**src/rtl/vga_raster_8x8.sv**
```systemverilog
// VGA timing generator rendering a 64-bit framebuffer as an 8x8 grid of solid cells.
// The framebuffer is shadowed at each frame boundary so mid-frame writes never tear.
module vga_raster_8x8 #(
  parameter int unsigned CLK_DIV   = 2,
  parameter int unsigned H_VISIBLE = 640,
  parameter int unsigned H_FRONT   = 16,
  parameter int unsigned H_SYNC    = 96,
  parameter int unsigned H_BACK    = 48,
  parameter int unsigned V_VISIBLE = 480,
  parameter int unsigned V_FRONT   = 10,
  parameter int unsigned V_SYNC    = 2,
  parameter int unsigned V_BACK    = 33,
  parameter logic [2:0]  FG_COLOR  = 3'b111,
  parameter logic [2:0]  BG_COLOR  = 3'b000
) (
  input  logic        clock,
  input  logic        reset,
  input  logic [63:0] framebuffer,
  output logic        vga_hsync,
  output logic        vga_vsync,
  output logic        vga_r,
  output logic        vga_g,
  output logic        vga_b,
  output logic        frame_start
);

  localparam int unsigned H_TOTAL = H_VISIBLE + H_FRONT + H_SYNC + H_BACK;
  localparam int unsigned V_TOTAL = V_VISIBLE + V_FRONT + V_SYNC + V_BACK;
  localparam int unsigned CELL_W  = H_VISIBLE / 8;
  localparam int unsigned CELL_H  = V_VISIBLE / 8;

  localparam int HW    = $clog2(H_TOTAL + 1);
  localparam int VW    = $clog2(V_TOTAL + 1);
  localparam int DIV_W = (CLK_DIV > 1) ? $clog2(CLK_DIV) : 1;
  localparam int CW_W  = (CELL_W > 1) ? $clog2(CELL_W) : 1;
  localparam int CH_W  = (CELL_H > 1) ? $clog2(CELL_H) : 1;

  localparam logic [HW-1:0]    H_LAST    = HW'(H_TOTAL - 1);
  localparam logic [VW-1:0]    V_LAST    = VW'(V_TOTAL - 1);
  localparam logic [HW-1:0]    H_VIS     = HW'(H_VISIBLE);
  localparam logic [VW-1:0]    V_VIS     = VW'(V_VISIBLE);
  localparam logic [HW-1:0]    HS_START  = HW'(H_VISIBLE + H_FRONT);
  localparam logic [HW-1:0]    HS_END    = HW'(H_VISIBLE + H_FRONT + H_SYNC);
  localparam logic [VW-1:0]    VS_START  = VW'(V_VISIBLE + V_FRONT);
  localparam logic [VW-1:0]    VS_END    = VW'(V_VISIBLE + V_FRONT + V_SYNC);
  localparam logic [DIV_W-1:0] DIV_LAST  = DIV_W'(CLK_DIV - 1);
  localparam logic [CW_W-1:0]  CW_LAST   = CW_W'(CELL_W - 1);
  localparam logic [CH_W-1:0]  CH_LAST   = CH_W'(CELL_H - 1);

  logic [DIV_W-1:0] div_cnt;
  logic             tick;
  logic [HW-1:0]    h;
  logic [VW-1:0]    v;
  logic [CW_W-1:0]  hsub;
  logic [CH_W-1:0]  vsub;
  logic [2:0]       col;
  logic [2:0]       row;
  logic [63:0]      shadow;
  logic [2:0]       rgb;
  logic             h_vis;
  logic             v_vis;

  always_comb begin
    tick  = (div_cnt == DIV_LAST);
    h_vis = (h < H_VIS);
    v_vis = (v < V_VIS);
  end

  always_ff @(posedge clock or negedge reset) begin
    if (!reset) begin
      div_cnt <= '0;
    end else begin
      div_cnt <= tick ? '0 : div_cnt + DIV_W'(1);
    end
  end

  // Outputs register f(h, v, shadow) for the pre-increment position.
  always_ff @(posedge clock or negedge reset) begin
    if (!reset) begin
      h           <= '0;
      v           <= '0;
      hsub        <= '0;
      vsub        <= '0;
      col         <= '0;
      row         <= '0;
      shadow      <= '0;
      rgb         <= '0;
      vga_hsync   <= 1'b1;
      vga_vsync   <= 1'b1;
      frame_start <= 1'b0;
    end else begin
      frame_start <= tick && (h == '0) && (v == '0);
      if (tick) begin
        vga_hsync <= !((h >= HS_START) && (h < HS_END));
        vga_vsync <= !((v >= VS_START) && (v < VS_END));
        rgb       <= (h_vis && v_vis) ? (shadow[{row, col}] ? FG_COLOR : BG_COLOR) : '0;
        if (h == H_LAST) begin
          h    <= '0;
          hsub <= '0;
          col  <= '0;
          if (v == V_LAST) begin
            v      <= '0;
            vsub   <= '0;
            row    <= '0;
            shadow <= framebuffer;
          end else begin
            v <= v + VW'(1);
            if (v_vis) begin
              if (vsub == CH_LAST) begin
                vsub <= '0;
                row  <= row + 3'd1;
              end else begin
                vsub <= vsub + CH_W'(1);
              end
            end
          end
        end else begin
          h <= h + HW'(1);
          if (h_vis) begin
            if (hsub == CW_LAST) begin
              hsub <= '0;
              col  <= col + 3'd1;
            end else begin
              hsub <= hsub + CW_W'(1);
            end
          end
        end
      end
    end
  end

  assign vga_r = rgb[2];
  assign vga_g = rgb[1];
  assign vga_b = rgb[0];

endmodule

```
**config.mk**
```make
export PLATFORM = sky130hd
export DESIGN_NAME = vga_raster_8x8
export DESIGN_NICKNAME = d
export VERILOG_FILES = /design/src/rtl/vga_raster_8x8.sv
export SDC_FILE = /design/constraint.sdc
export NUM_CORES = 1
export LEC_CHECK = 0
export BUFFER_PORTS_ARGS = -buffer_cell sky130_fd_sc_hd__buf_2
export CAP_MARGIN = 20
export CELL_PAD_IN_SITES_DETAIL_PLACEMENT = 1
export CELL_PAD_IN_SITES_GLOBAL_PLACEMENT = 1
export CORE_ASPECT_RATIO = 1.25
export CORE_MARGIN = 3
export CORE_UTILIZATION = 42
export CTS_CLUSTER_SIZE = 20
export DETAILED_ROUTE_END_ITERATION = 7
export PLACE_DENSITY = 0.8
export SYNTH_ARGS = -nofsm -noshare
export SYNTH_HDL_FRONTEND = slang
export SYNTH_SLANG_ARGS = --single-unit
```
**constraint.sdc**
```tcl
create_clock -name clock -period 2.2 [get_ports clock]
set_input_delay 0.33 -clock clock [delete_from_list [all_inputs] [get_ports clock]]
set_output_delay 0.33 -clock clock [all_outputs]
set_load 0.02 [all_outputs]
```
# After elaboration in Yosys (flattened, before gate mapping)
# Index checks and enable logic that the tools add are counted.
# classes
addsub	7
n_lt_le_gt_ge	7
eq_ne	4
n_mux	19
reduce_logical	19
# ops
cell	count
$mux W3	8
$mux W7	3
$add A10 B1 Y10 const B	2
$eq A10 B10 Y1 const B	2
$logic_not A10 Y1	2
$lt A10 B10 Y1 const B	2
$lt A10 B9 Y1 const B	2
$mux W10	2
$mux W6	3
$ge A10 B10 Y1 const B	1
$ge A10 B9 Y1 const B	1
$reduce_and A3 Y1	3
$reduce_bool A2 Y1	4
$add A7 B1 Y7 const B	1
$eq A7 B7 Y1 const B	1
$lt A6 B7 Y1 const B	1
$add A3 B1 Y3 const B	2
$add A6 B1 Y6 const B	1
$bmux W1 S6	1
$eq A6 B6 Y1 const B	1
$logic_and A1 B1 Y1	5
$reduce_and A2 Y1	2
$reduce_and A4 Y1	1
$logic_not A1 Y1	2
other kinds (2)	3
# totals
register_bits	110
inputBits	66

# Longest topological paths before layout
# Gate-level depths: netlist of run 1.
# logic_depth
depth_word	4
depth_mapped	8

# Least setup slack after synthesis of run 1
# No wires, ideal clock.
# synth_timing
path_kind	register to register
start	register v[0]
end	register shadow[0]
setup_time_ns	0.127
arrival_ns	2.170
required_ns	2.073
setup_slack_ns	-0.098
path_stages_with_launch	9
n_path_buf	2
path_cell_list	dfrtp_1 -> inv_1 -> ha_1 -> or4b_4 -> nor4_4 -> and2_1 -> buf_6 -> buf_6 -> mux2_1
# synth_via
elab_chain_len	2
# synth_rtl
element	line	source
start, declared	53	logic [VW-1:0] v;
start signal, assigned	107	v <= v + VW'(1);
$eq A10 B10 Y1	101	if (v == V_LAST) begin
$reduce_and A3 Y1 (no source line)	n/a	
end signal, assigned	105	shadow <= framebuffer;
end, declared	58	logic [63:0] shadow;
# Every way passes these cells.
# A chain may end at the register's enable or synchronous reset.

# Worst setup path after layout of run 1
# layout_timing
start	register v[0]
end	register shadow[13]
# Same word-level chain as after synthesis.

==> results.md, run 1 <==
Clocking:
- For this design, the sink count on the clock tree is 108.
- The CTS tree is yes.
- In this run, CTS created clock tree buffers numbering 9.
- The number of buffers on the longest clock path is 2.
- The clock-pin slew of the registers on the worst-case setup and hold paths is 70 ps.
- Clock tree synthesis selected as its root buffer the cell sky130_fd_sc_hd__clkbuf_16.
- The later pin in the worst-skew pair is clocked with a latency of 360 ps.
- The maximum level of the CTS H-tree is 3.

Finish:
- The fraction of final layout cells with drive strength greater than 1 is 36.8%.
- The finished cells cover 6390 um^2.
- From synthesis to final layout, the design area changed by 21.8%.
- The filler-free cell count of the finished design is 680.
- The net count of the finished layout is 586.
- The count of antenna diodes in the layout is 0.

Worst setup path:
- The largest single stage delay on the critical path is 470 ps.
- Traced cell by cell, the critical path runs through inv_2, ha_4, or4b_4, nor4_4, and2_4, buf_12, mux2_1.
- STA classifies the critical path endpoint as a flip-flop.
- The top cell family by delay on the critical path is simple AND/OR/NAND/NOR gates.
- Along the worst path, the maximum fanout reaches 20.
- The largest individual stage delay along the critical path comes from the cell sky130_fd_sc_hd__or4b_4.
- The number of buffer and inverter instances along the worst setup path is 2.
- The worst setup path is of the reg2reg kind.
- Across all register-to-register paths, the minimum setup slack is -20 ps.
- STA puts the critical path data required time at 2440 ps.
- The element type at the critical path start is a flip-flop.
- The endpoint arrival time on the critical path is 2460 ps.

Placed design:
- The placer's final routability congestion estimate is 0.830.
- The minimum setup slack after placement is 10.1 ps.
- The cell total after placement is 661.
- Input and output buffers added on the ports amount to 71.
- The half-perimeter wire length after detailed placement is 9390 um.
- The cell area after placement is 5940 um^2.

Pwr:
- The switching power is 0.810 mW.
- The post-layout total power is 3.73 mW.
- The static leakage power is 3.04 nW.
- The clock share of power is 43.9%.
- The part of the total power dissipated in combinational logic is 3.0%.
- The peak supply drop is 0.417 mV.
- The switching share of power is 21.7%.
- The power per cell area is 584 nW/um^2.
- The share of total power in sequential cells is 53.2%.
- The design internal power is 2.92 mW.

STA:
- Based on the critical path, the design can be clocked at up to 0.450 GHz.
- The number of max-slew violations in the final report came to 0.
- Setup repair after global routing could not meet its margin everywhere.
- The relative max-transition margin is 62.1%.
- The final worst-path setup slack is -20.5 ps.
- Setup violations remaining at the end of the flow were counted as 19.
- For the pin with the worst max-slew slack, the measured transition is 568 ps.
- The count of final hold-check violations is 0.
- Across the routed clock network, the largest skew measured is 10.4 ps.
- For the finished layout, the period the worst path requires is 2220 ps.
- Of the available clock period, the critical path in the final layout requires 101%.
- The worst hold slack across all endpoints is 191 ps.

Yosys:
- The synthesized area is 5250 um^2.
- Counting every net in the synthesized netlist gives 492.
- The mean cell area of the mapped netlist is 12.6 um^2.
- The cell count after synthesis is 418.
- The number of synthesized flops with an enable pin is 0.
- The Yosys step of the flow raised 0 warnings.
- The share of the Yosys chip area taken by registers is 51.5%.
- In the synthesized netlist the async set-or-reset flop fraction comes to 100%.
- The primary flip-flop cell chosen by synthesis mapping is sky130_fd_sc_hd__dfrtp_1.
- After synthesis the netlist holds a flip-flop and latch count of 108.
- The netlist uses 50 different library cells.

Route:
- Dividing the detail-routed wire length by the instance count gives 18.9 um.
- The number of nets with antenna violations after detailed routing is 0.
- The total number of vias is 3677.
- After the first detailed-routing iteration, the DRC count stood at 192.
- Before antenna repair, the detailed router went through 6 iterations.
- The routed wire length is 12900 um.
- Using the TritonRoute via totals, the vias-per-cell ratio works out to 5.41.
- The post-route DRC violation count is 0.

Global route:
- The met1 track demand over resource in global routing is 22.8%.
- The maximum number of pins on one net before global-route repair is 44.
- The initial antenna violation count was 0.
- The met3 layer usage reported by global route is 4.18%.
- The first global-routing pass estimated 21100 um of wire.
- Global routing consumed, on the met2 layer, 36.7% of the routing resources.
- The via count of the first global-routing pass is 4058.
- The layer with the highest usage after global routing is met2.
- Summed over all layers, the global routing overflow is 0.
- The combined global-route utilization of all metal layers is 19.6%.

Worst hold path:
- The worst hold path belongs to the class in2reg.

Run status:
- The run finished, with violations left.
- The final reports fail on negative setup slack.

Floorplan:
- After floorplanning, the core was sized to cover 12200 um^2.
- The die area is 13900 um^2.
- The number of core rows is 45.
- In this run the count of I/O pins placed on the die edge is 72.
- Once the floorplan was initialized, standard cells occupied 43.2% of the core.
- The die is 131 um tall.
- Measured along the x axis, the die boundary spans 106 um.

Run:
- The number of maximum-capacitance violations is 0.
Yosys cell counts (all sizes together), types with 4 or more instances:
| cell type | number | area, um^2 |
|---|---|---|
| mux4 | 13 | 293 |
| ha | 8 | 100 |
| dfrtp | 106 | 2650 |
| xnor2 | 13 | 114 |
| nand3 | 10 | 50.1 |
| clkbuf | 5 | 18.8 |
| and3 | 6 | 37.5 |
| mux2 | 64 | 721 |
| xor2 | 9 | 78.8 |
| buf | 16 | 125 |
| nor2 | 27 | 104 |
| nor2b | 4 | 25.0 |
| o211ai | 4 | 30.0 |
| nand2 | 29 | 109 |
| nor3 | 8 | 45.0 |
| o21ai | 17 | 85.1 |
| mux2i | 14 | 140 |
| nor4 | 7 | 73.8 |
| nand4 | 8 | 50.1 |
| inv | 9 | 33.8 |
stage by stage:
step / TNS, ps / util [%]
after floorplan: 0 / -
after global placement: 0 / 48.8
after detailed placement: 0 / 48.8
after CTS: -67.7 / 51.4
after global routing: -3380 / 52.6
final: -158 / 52.6
state kept, by name, indices dropped and copies added, names as in the netlist:
register     count
h               10
row              3
div_cnt          1
v               10
vga_hsync        1
hsub             7
rgb              1
vsub             6
frame_start      1
shadow          64
vga_vsync        1
col              3
worst reg2reg max path, delay by kind of cell, from the launching register on:
family                   cells  cell delay [ps]
multiplexers                 1              350
buffers and inverters        2              280
adder cells (fa/ha/maj)      1              130
flip-flops                   1              390
AND/OR/NAND/NOR              3              940
timing repair:
item / in CTS / in global routing
endpoints found under the hold margin: 35 / 0
buffers inserted: 1 / 0
cloned: 0 / 2
pin swaps: 1 / 1
setup endpoints to repair: 21 / 64
gates resized for setup: 0 / 24
hold buffers: 1 / 0
path summary, 6_finish.rpt:
check | from | endpoint | cells past startpoint
max | v[0] | shadow[13] | 7
min | framebuffer[16] | shadow[16] | 2
max reg2reg | v[0] | shadow[13] | 7
min reg2reg | shadow[25] | shadow[25] | 1
max in group asynchronous | reset | vga_hsync | 3
min in group asynchronous | reset | h[9] | 2
routing by layer:
layer,vias to the layer above,part of all wire (%)
met3,11,3.3
met5,-,0
met4,0,1.3
li1,1690,-
met1,1900,41
met2,76,54
cells in the final DEF, fill, tap and decap left out, types with 3 or more instances in the layout:
cell type / netlist / routed
sky130_fd_sc_hd__and3_1: 6 / 6
sky130_fd_sc_hd__nor4_1: 5 / 5
sky130_fd_sc_hd__mux2i_1: 14 / 14
sky130_fd_sc_hd__ha_1: 8 / 7
sky130_fd_sc_hd__clkbuf_16: 0 / 11
sky130_fd_sc_hd__mux2_1: 38 / 22
sky130_fd_sc_hd__a21oi_1: 3 / 3
sky130_fd_sc_hd__mux4_2: 13 / 13
sky130_fd_sc_hd__o31ai_1: 3 / 3
sky130_fd_sc_hd__dfrtp_1: 106 / 106
sky130_fd_sc_hd__xor2_1: 9 / 9
sky130_fd_sc_hd__nor3b_1: 3 / 3
sky130_fd_sc_hd__nor2b_1: 4 / 4
sky130_fd_sc_hd__buf_4: 6 / 27
sky130_fd_sc_hd__mux2_2: 26 / 24
sky130_fd_sc_hd__nand2_1: 29 / 29
sky130_fd_sc_hd__nand3_1: 10 / 10
sky130_fd_sc_hd__mux2_4: 0 / 18
sky130_fd_sc_hd__buf_2: 4 / 70
sky130_fd_sc_hd__o211ai_1: 4 / 4
sky130_fd_sc_hd__nand4_1: 8 / 8
sky130_fd_sc_hd__nand3b_1: 3 / 3
sky130_fd_sc_hd__nor3_1: 7 / 7
sky130_fd_sc_hd__nor2_1: 26 / 26
sky130_fd_sc_hd__buf_12: 0 / 4
sky130_fd_sc_hd__inv_1: 9 / 7
sky130_fd_sc_hd__xnor2_1: 13 / 13
sky130_fd_sc_hd__o21ai_0: 17 / 17
cell families (layout without fill, tap and decap cells):
logic type,count (synthesis),in the layout,synth area share [%]
buffers and inverters,30,128,3.38
DFF,108,108,51.5
and+or+nand+nor,116,116,12.1
AOI/OAI and AO/OA,43,43,5.48
xor gates and xnor gates,22,22,3.67
adders and majority gates,8,8,1.91
muxes,91,91,22.0
power groups by stage:
stage	sequential (mW)	combinational, mW	clock, mW
final	1.98	0.111	1.64
after CTS	1.98	0.113	1.68
after floorplan	2.02	0.00103	0
after detailed placement	2.02	0.111	0
after global placement	2.02	0.107	0
after global routing	1.98	0.126	1.77
area by class of cell:
class	instances	area, um^2
timing repair buffer	104	693
tap	164	205
fill	1313	5770
clock buffer	9	225
sequential	108	2710
inverter	9	33.8
clock inverter	6	72.6
multi-input combinational	280	2460
Power figures use the tool's default switching activity.
==> run 2, diff against run 1 <==
--- a/config.mk
+++ b/config.mk
@@ -14,6 +14,7 @@
 export CORE_UTILIZATION = 42
 export CTS_CLUSTER_SIZE = 20
 export DETAILED_ROUTE_END_ITERATION = 7
+export MAX_ROUTING_LAYER = met4
 export PLACE_DENSITY = 0.8
 export SYNTH_ARGS = -nofsm -noshare
 export SYNTH_HDL_FRONTEND = slang
==> run 2 against run 1 <==
Compared with the run above:
- the flow now finishes without violations
- flip-flop and latch count unchanged
- highest routed layer unchanged
- largest cell class unchanged
- clock skew decreased by 0.64 ps
- design area shrank 0.86%
==> results.md, run 2 (same netlist as run 1, synthesis figures left out) <==
Run status:
- The run finished with clean final reports.

Route:
- The routed wire length is 13000 um (+0.61%).
- The met2 wire length came to 7160 um (+2.4%).
- The highest metal layer carrying signal wires in the routed design is met4.
- The number of nets with antenna violations after detailed routing is 0 (unchanged).
- The via count normalized by instance count is 5.41 (about the same).
- The total length of routed met3 wires was 390 um (-9.1%).
- The total number of vias is 3680 (+0.082%).
- The number of search-and-repair iterations in the first detailed-routing pass is 4 (-2).
- The iteration-0 DRC count of the detailed router came to 213 (+11%).
- The average detailed-routed wire length per instance is 19.1 um (+0.61%).
- The post-route DRC violation count is 0 (unchanged).
- The length of routed wiring on met1 is 5270 um (-0.53%).

Finish:
- The register with the most flip-flops in the final layout is shadow.
- The most common cell after layout, fill and taps aside is sky130_fd_sc_hd__dfrtp_1.
- The count of antenna diodes in the layout was 0 (unchanged).
- The area added between synthesis and finish is 20.7%.
- The final-layout fill cell count came to 1329 (+1.2%).
- The count of nets after finishing is 586 (unchanged).
- In the final layout, the registers with the most flip-flops are shadow (64), h (10), v (10).
- The top cell types in the final layout, fill and taps aside, are 106 x sky130_fd_sc_hd__dfrtp_1, 70 x sky130_fd_sc_hd__buf_2, 31 x sky130_fd_sc_hd__mux2_1, 29 x sky130_fd_sc_hd__nand2_1, 27 x sky130_fd_sc_hd__buf_4.
- The fraction of final layout cells with drive strength greater than 1 came to 35.1% (-1.7 points).
- The final core utilization is 52.1% (-0.45 points).
- The number of flip-flops in the largest register is 64 (unchanged).

Pwr:
- The peak supply drop was 0.433 mV (+3.9%).
- The power per cell area is 590 nW/um^2 (+1.0%).
- The post-layout total power is 3.74 mW (+0.14%).
- The static leakage power is 3.03 nW (about the same).

Clocking:
- CTS placed an instance of sky130_fd_sc_hd__clkbuf_16 at the clock tree root.
- TritonCTS built the clock tree.
- The count of clock tree sinks is 108 (unchanged).
- The clock latency on the worst-skew pair is 360 ps (about the same).
- The number of buffers on the longest clock path came to 2 (unchanged).
- The maximum level of the CTS H-tree came to 3 (unchanged).
- The clock-pin slew of the registers on the worst-case setup and hold paths was 80 ps (about the same).
- The number of buffers added by the clock tree synthesis step is 9 (unchanged).

Global route:
- The initial antenna violation count is 0 (unchanged).
- The remaining global-route overflow was 0 (unchanged).
- The via count of the first global-routing pass is 4064 (+0.15%).
- The first-pass GRT wire length is 21100 um (about the same).
- The maximum number of pins on one net before global-route repair is 44 (unchanged).
- The combined global-route utilization of all metal layers is 20.2% (+0.58 points).

Worst setup path:
- The depth of the worst register-to-register path is 7 (unchanged).
- The top cell family by delay on the critical path is simple AND/OR/NAND/NOR gates.
- The slowest cell on the critical path is sky130_fd_sc_hd__or4b_4.
- The element type at the critical path start is a flip-flop.
- STA classifies the critical path endpoint as a flip-flop.
- The count of cell instances traversed by the critical path is 7 (unchanged).
- The termination of the worst setup path is shadow[39].
- The endpoint arrival time on the critical path is 2430 ps (-30 ps).
- The number of buffer and inverter instances along the worst setup path came to 2 (unchanged).
- The slack of the worst reg-to-reg path came to 0.1 ps (+20 ps).
- The critical path goes through inv_2, ha_4, or4b_4, nor4_4, and2_4, buf_12, mux2_2.
- In this run the critical register-to-register path is launched from v[0].
- The data required time of the worst path is 2430 ps (about the same).
- The maximum cell stage delay along the critical path is 470 ps (about the same).
- The critical path class is reg2reg.
- The largest fanout of any net on the critical path was 19 (-5.0%).
- Tracing the worst setup path back leads to its startpoint at v[0].
- The worst register-to-register path ends at shadow[39].

STA:
- The relative max-transition margin was 62.3% (+0.23 points).
- The number of setup violations in the final report was 0 (-19).
- The highest attainable clock frequency is 0.455 GHz (+0.94%).
- Setup repair after global routing could not meet its margin everywhere.
- The final critical path time including I/O delays and setup was 2200 ps (-20.7 ps).
- The count of final hold-check violations is 0 (unchanged).
- The maximum clock skew at final layout is 9.71 ps (-0.639 ps).
- The slew at the pin closest to its max-slew limit is 565 ps (-3.38 ps).
- The final critical-path share of the clock period is 100% (-0.94 points).
- The final setup TNS is 0 ps (+158 ps).
- The number of max-slew violations in the final report came to 0 (unchanged).

Placed design:
- The number of buffers added on ports came to 71 (unchanged).
- The placer's final routability congestion estimate was 0.842 (+1.5%).
- The half-perimeter wire length after detailed placement is 9390 um (unchanged).

Floorplan:
- The die area is 13900 um^2 (unchanged).
- The number of core rows is 45 (unchanged).
- The initial standard-cell utilization of the core is 43.2% (unchanged).
- The die extent in y is 131 um (unchanged).
- The floorplan core area was 12200 um^2 (unchanged).
- The number of primary I/O pins is 72 (unchanged).
- The die boundary width is 106 um (unchanged).

Run:
- The number of maximum-capacitance violations came to 0 (unchanged).

Worst hold path:
- The worst hold path belongs to the class in2reg.
run 2: worst min path at each step:
| stage | startpoint | endpoint | slack, ps | depth (start not counted) |
|---|---|---|---|---|
| final | framebuffer[59] | shadow[59] | 180 | 2 |
| after detailed placement | reset | h[9] | 360 | 1 |
| after floorplan | reset | col[0] | 30 | 0 |
| after global routing | framebuffer[61] | shadow[61] | 190 | 2 |
| after CTS | framebuffer[59] | shadow[59] | 170 | 2 |
| after global placement | reset | h[9] | 340 | 1 |
run 2: where the power goes:
part	switching [mW]	internal [mW]
sequential	0	1.98
combinational	0.0614	0.0487
clock	0.753	0.889
run 2: what timing repair did:
action / CTS / global route
buffers inserted: 1 / 0
resized for setup: 0 / 13
hold buffers: 1 / 0
endpoints found under the hold margin: 35 / 0
setup endpoints to repair: 21 / 64
cloned: 0 / 2
pin swaps: 1 / 1
run 2: through the flow:
stage          cells  instance area, um^2  setup WS [ps]  hold WS (ps)
4_1_cts          678                 6250          -21.6           173
3_3_place_gp     661                 5940           87.9           344
6_report         680                 6340          0.148           184
2_1_floorplan    418                 5250          0.218          34.4
5_1_grt          680                 6340          -61.8           187
3_5_place_dp     661                 5940           10.1           356
run 2: layer usage:
layer | GRT usage [%] | up-vias
met3 | 3.83 | 12
met5 | - | -
met1 | 22.9 | 1907
li1 | - | 1690
met2 | 36.8 | 71
met4 | 5.49 | 0
run 2: cell type report:
cell class,instances,area [um^2],share of cell area [%]
flip-flops and latches,108,2710,42.7
multi-input cells,280,2420,38.1
repair buffers,104,679,10.7
clock buffers,9,225,3.55
well taps,164,205,3.24
clock inverters,6,72.6,1.15
inverters,9,33.8,0.533
run 2: worst register-to-register path, cell delays in order, from the launching register on:
cell and delay, ps:
sky130_fd_sc_hd__dfrtp_1 390, sky130_fd_sc_hd__inv_2 80, sky130_fd_sc_hd__ha_4 130, sky130_fd_sc_hd__or4b_4 470
sky130_fd_sc_hd__nor4_4 170, sky130_fd_sc_hd__and2_4 290, sky130_fd_sc_hd__buf_12 190, sky130_fd_sc_hd__mux2_2 360
==> run 3, diff against run 2 <==
--- a/config.mk
+++ b/config.mk
@@ -11,11 +11,11 @@
 export CELL_PAD_IN_SITES_GLOBAL_PLACEMENT = 1
 export CORE_ASPECT_RATIO = 1.25
 export CORE_MARGIN = 3
-export CORE_UTILIZATION = 42
+export CORE_UTILIZATION = 47
 export CTS_CLUSTER_SIZE = 20
 export DETAILED_ROUTE_END_ITERATION = 7
 export MAX_ROUTING_LAYER = met4
-export PLACE_DENSITY = 0.8
+export PLACE_DENSITY = 0.84
 export SYNTH_ARGS = -nofsm -noshare
 export SYNTH_HDL_FRONTEND = slang
 export SYNTH_SLANG_ARGS = --single-unit
==> constraint.sdc (replaced) <==
create_clock -name clock -period 2.45 [get_ports clock]
set_input_delay 0.3675 -clock clock [delete_from_list [all_inputs] [get_ports clock]]
set_output_delay 0.3675 -clock clock [all_outputs]
set_load 0.02 [all_outputs]
==> run 3 against run 2 <==
Compared with the run above:
- first-iteration DRC count fell by 8.9%
- utilization rose by 4.5 points
- sequential share of layout area rose by 1.7 points
- die area fell by 10%
- design area fell by 3.7%
- combinational power fell by 17%
- global-route usage rose by 2.6 points
- non-clock buffer count fell by 21
==> results.md, run 3 (same netlist as run 1, synthesis figures left out) <==
Finish:
- The final core utilization is 56.6% (+4.5 points).
- The number of flip-flops in the largest register was 64 (unchanged).
- The count of nets after finishing is 565 (-3.6%).
- The count of antenna diodes in the layout is 0 (unchanged).
- The most common cell after layout, fill and taps aside is sky130_fd_sc_hd__dfrtp_1.
- The fraction of final layout cells with drive strength greater than 1 is 30.2% (-4.8 points).
- The area added between synthesis and finish is 16.2%.
- Leaving out fill and tap cells, the most frequent cells in the layout are 106 x sky130_fd_sc_hd__dfrtp_1, 70 x sky130_fd_sc_hd__buf_2, 38 x sky130_fd_sc_hd__mux2_1, 29 x sky130_fd_sc_hd__nand2_1.
- In the final layout, the registers with the most flip-flops are shadow (64), h (10), v (10).
- More flip-flops sit in one register than any other, and that register is shadow.

Placed design:
- The half-perimeter wire length after detailed placement is 8950 um (-4.6%).
- The placer's final routability congestion estimate is 0.819 (-2.7%).
- The number of buffers added on ports is 71 (unchanged).
- The minimum setup slack after placement is 97.5 ps (+87.4 ps).

Clocking:
- The maximum level of the CTS H-tree is 3 (unchanged).
- The CTS tree is yes.
- The clock-pin slew of the registers on the worst-case setup and hold paths is 70 ps (about the same).
- The buffer type at the clock tree root is sky130_fd_sc_hd__clkbuf_16.
- The number of buffers on the longest clock path came to 2 (unchanged).
- The clock latency on the worst-skew pair is 350 ps (about the same).
- The count of clock tree sinks is 108 (unchanged).
- The quantity of hold-fixing buffers added after cts is 0 (-1).
- The number of buffers added by the clock tree synthesis step is 9 (unchanged).

Worst hold path:
- The worst hold-check path type is in2async.

STA:
- The slew at the pin closest to its max-slew limit was 684 ps (+120 ps).
- The worst hold slack across all endpoints is 2.28 ps (-181 ps).
- The final critical-path share of the clock period is 94.2% (-5.8 points).
- The number of max-slew violations in the final report was 0 (unchanged).
- The number of setup violations in the final report is 0 (unchanged).
- The count of final hold-check violations is 0 (unchanged).
- The final critical path time including I/O delays and setup is 2310 ps (+108 ps).
- The relative max-transition margin is 54.4% (-8.0 points).
- The final worst-path setup slack is 142 ps (+142 ps).
- The maximum clock skew at final layout was 9.32 ps (-0.395 ps).
- The highest attainable clock frequency is 0.433 GHz (-4.7%).

Run status:
- The flow ran to the end, and the final reports show no timing, DRC or antenna violations.

Global route:
- The via count of the first global-routing pass is 4160 (+2.4%).
- The combined global-route utilization of all metal layers is 22.9% (+2.6 points).
- The initial antenna violation count is 0 (unchanged).
- The maximum number of pins on one net before global-route repair is 70 (+59%).
- The first-pass GRT wire length was 21200 um (+0.23%).
- The remaining global-route overflow is 0 (unchanged).

Worst setup path:
- The largest fanout of any net on the critical path was 20 (+1).
- The data required time of the worst path came to 2670 ps (+240 ps).
- The endpoint arrival time on the critical path is 2530 ps (+100 ps).
- The element type at the critical path start is a flip-flop.
- The slack of the worst reg-to-reg path is 140 ps (+140 ps).
- The worst setup path is captured at a flip-flop.
- The critical path class is reg2reg.

Route:
- The via count normalized by instance count is 5.87 (+8.5%).
- The number of nets with antenna violations after detailed routing is 0 (unchanged).
- The iteration-0 DRC count of the detailed router came to 194 (-8.9%).
- The post-route DRC violation count is 0 (unchanged).
- The average detailed-routed wire length per instance is 21.0 um (+10%).
- The number of search-and-repair iterations in the first detailed-routing pass is 4 (unchanged).
- The total number of vias is 3689 (+0.24%).
- The routed wire length was 13200 um (+1.6%).

Pwr:
- The static leakage power is 2.93 nW (-3.4%).
- The peak supply drop is 0.422 mV (-2.5%).
- The share of total power in sequential cells is 52.4% (-0.7 points).
- The switching power is 0.719 mW (-12%).
- The part of the total power dissipated in combinational logic is 2.7% (-0.2 points).
- The clock share of power is 44.9% (+0.9 points).
- The design internal power is 2.68 mW (-8.4%).
- The power per cell area is 557 nW/um^2 (-5.6%).
- The switching share of power is 21.2% (-0.63 points).

Floorplan:
- The die area is 12500 um^2 (-10%).
- The die extent in y is 124 um (-5.2%).
- The number of primary I/O pins is 72 (unchanged).
- The die boundary width is 101 um (-5.2%).
- The floorplan core area is 10800 um^2 (-11%).
- The initial standard-cell utilization of the core is 48.7% (+5.6 points).
- The number of core rows is 42 (-6.7%).

Run:
- The number of maximum-capacitance violations is 0 (unchanged).
-- run 3: timing repair --
action,4_1_cts,5_1_grt
resized for setup,0,1
buffers inserted,0,0
setup endpoints to repair,0,20
-- run 3: path summary, 6_finish.rpt --
kind / end / startpoint / cells after the start
worst max register to register: shadow[56] / v[1] / 7
min in group clock: shadow[25] / framebuffer[25] / 2
max in group asynchronous: shadow[29] / reset / 2
worst min-delay path: v[5] / reset / 1
worst max-delay path: shadow[56] / v[1] / 7
worst min register to register: shadow[9] / shadow[9] / 1
-- run 3: final cells by class --
| type | count | area (um^2) |
|---|---|---|
| Tap cell | 132 | 165 |
| Sequential cell | 108 | 2710 |
| Fill cell | 1104 | 4670 |
| Multi-Input combinational cell | 280 | 2370 |
| Clock inverter | 4 | 55.1 |
| Inverter | 9 | 33.8 |
| Clock buffer | 12 | 256 |
| Timing Repair Buffer | 83 | 515 |
-- run 3: metrics by stage --
stage | setup TNS [ps] | power (mW) | instance area [um^2] | std cells
global route | -43.9 | 3.51 | 6100 | 628
detailed placement | 0 | 1.91 | 5760 | 611
CTS | 0 | 3.42 | 6070 | 627
floorplan | 0 | 1.82 | 5250 | 418
global placement | 0 | 1.91 | 5760 | 611
finish | 0 | 3.40 | 6100 | 628
-- run 3: power groups by stage --
| stage | Clock [mW] | Sequential (mW) | Combinational [mW] |
|---|---|---|---|
| global route | 1.63 | 1.78 | 0.104 |
| finish | 1.52 | 1.78 | 0.0913 |
| floorplan | 0 | 1.82 | 0.000923 |
| global placement | 0 | 1.82 | 0.0911 |
| CTS | 1.54 | 1.78 | 0.0941 |
| detailed placement | 0 | 1.82 | 0.0939 |
-- run 3: critical path, cell delays in order, from the launching register on --
cell and delay (ps):
sky130_fd_sc_hd__dfrtp_1 420, sky130_fd_sc_hd__inv_1 90, sky130_fd_sc_hd__ha_1 130, sky130_fd_sc_hd__or4b_4 470, sky130_fd_sc_hd__nor4_4 250, sky130_fd_sc_hd__and2_4 260, sky130_fd_sc_hd__buf_12 180, sky130_fd_sc_hd__mux2_1 370
-- run 3: metal layers --
metal	global-route usage, %	vias up	wire length (um)
met5	-	-	0
met1	25.3	1930	5210
met2	40.6	82	7210
met3	3.98	26	384
li1	-	1651	-
met4	9.60	0	369
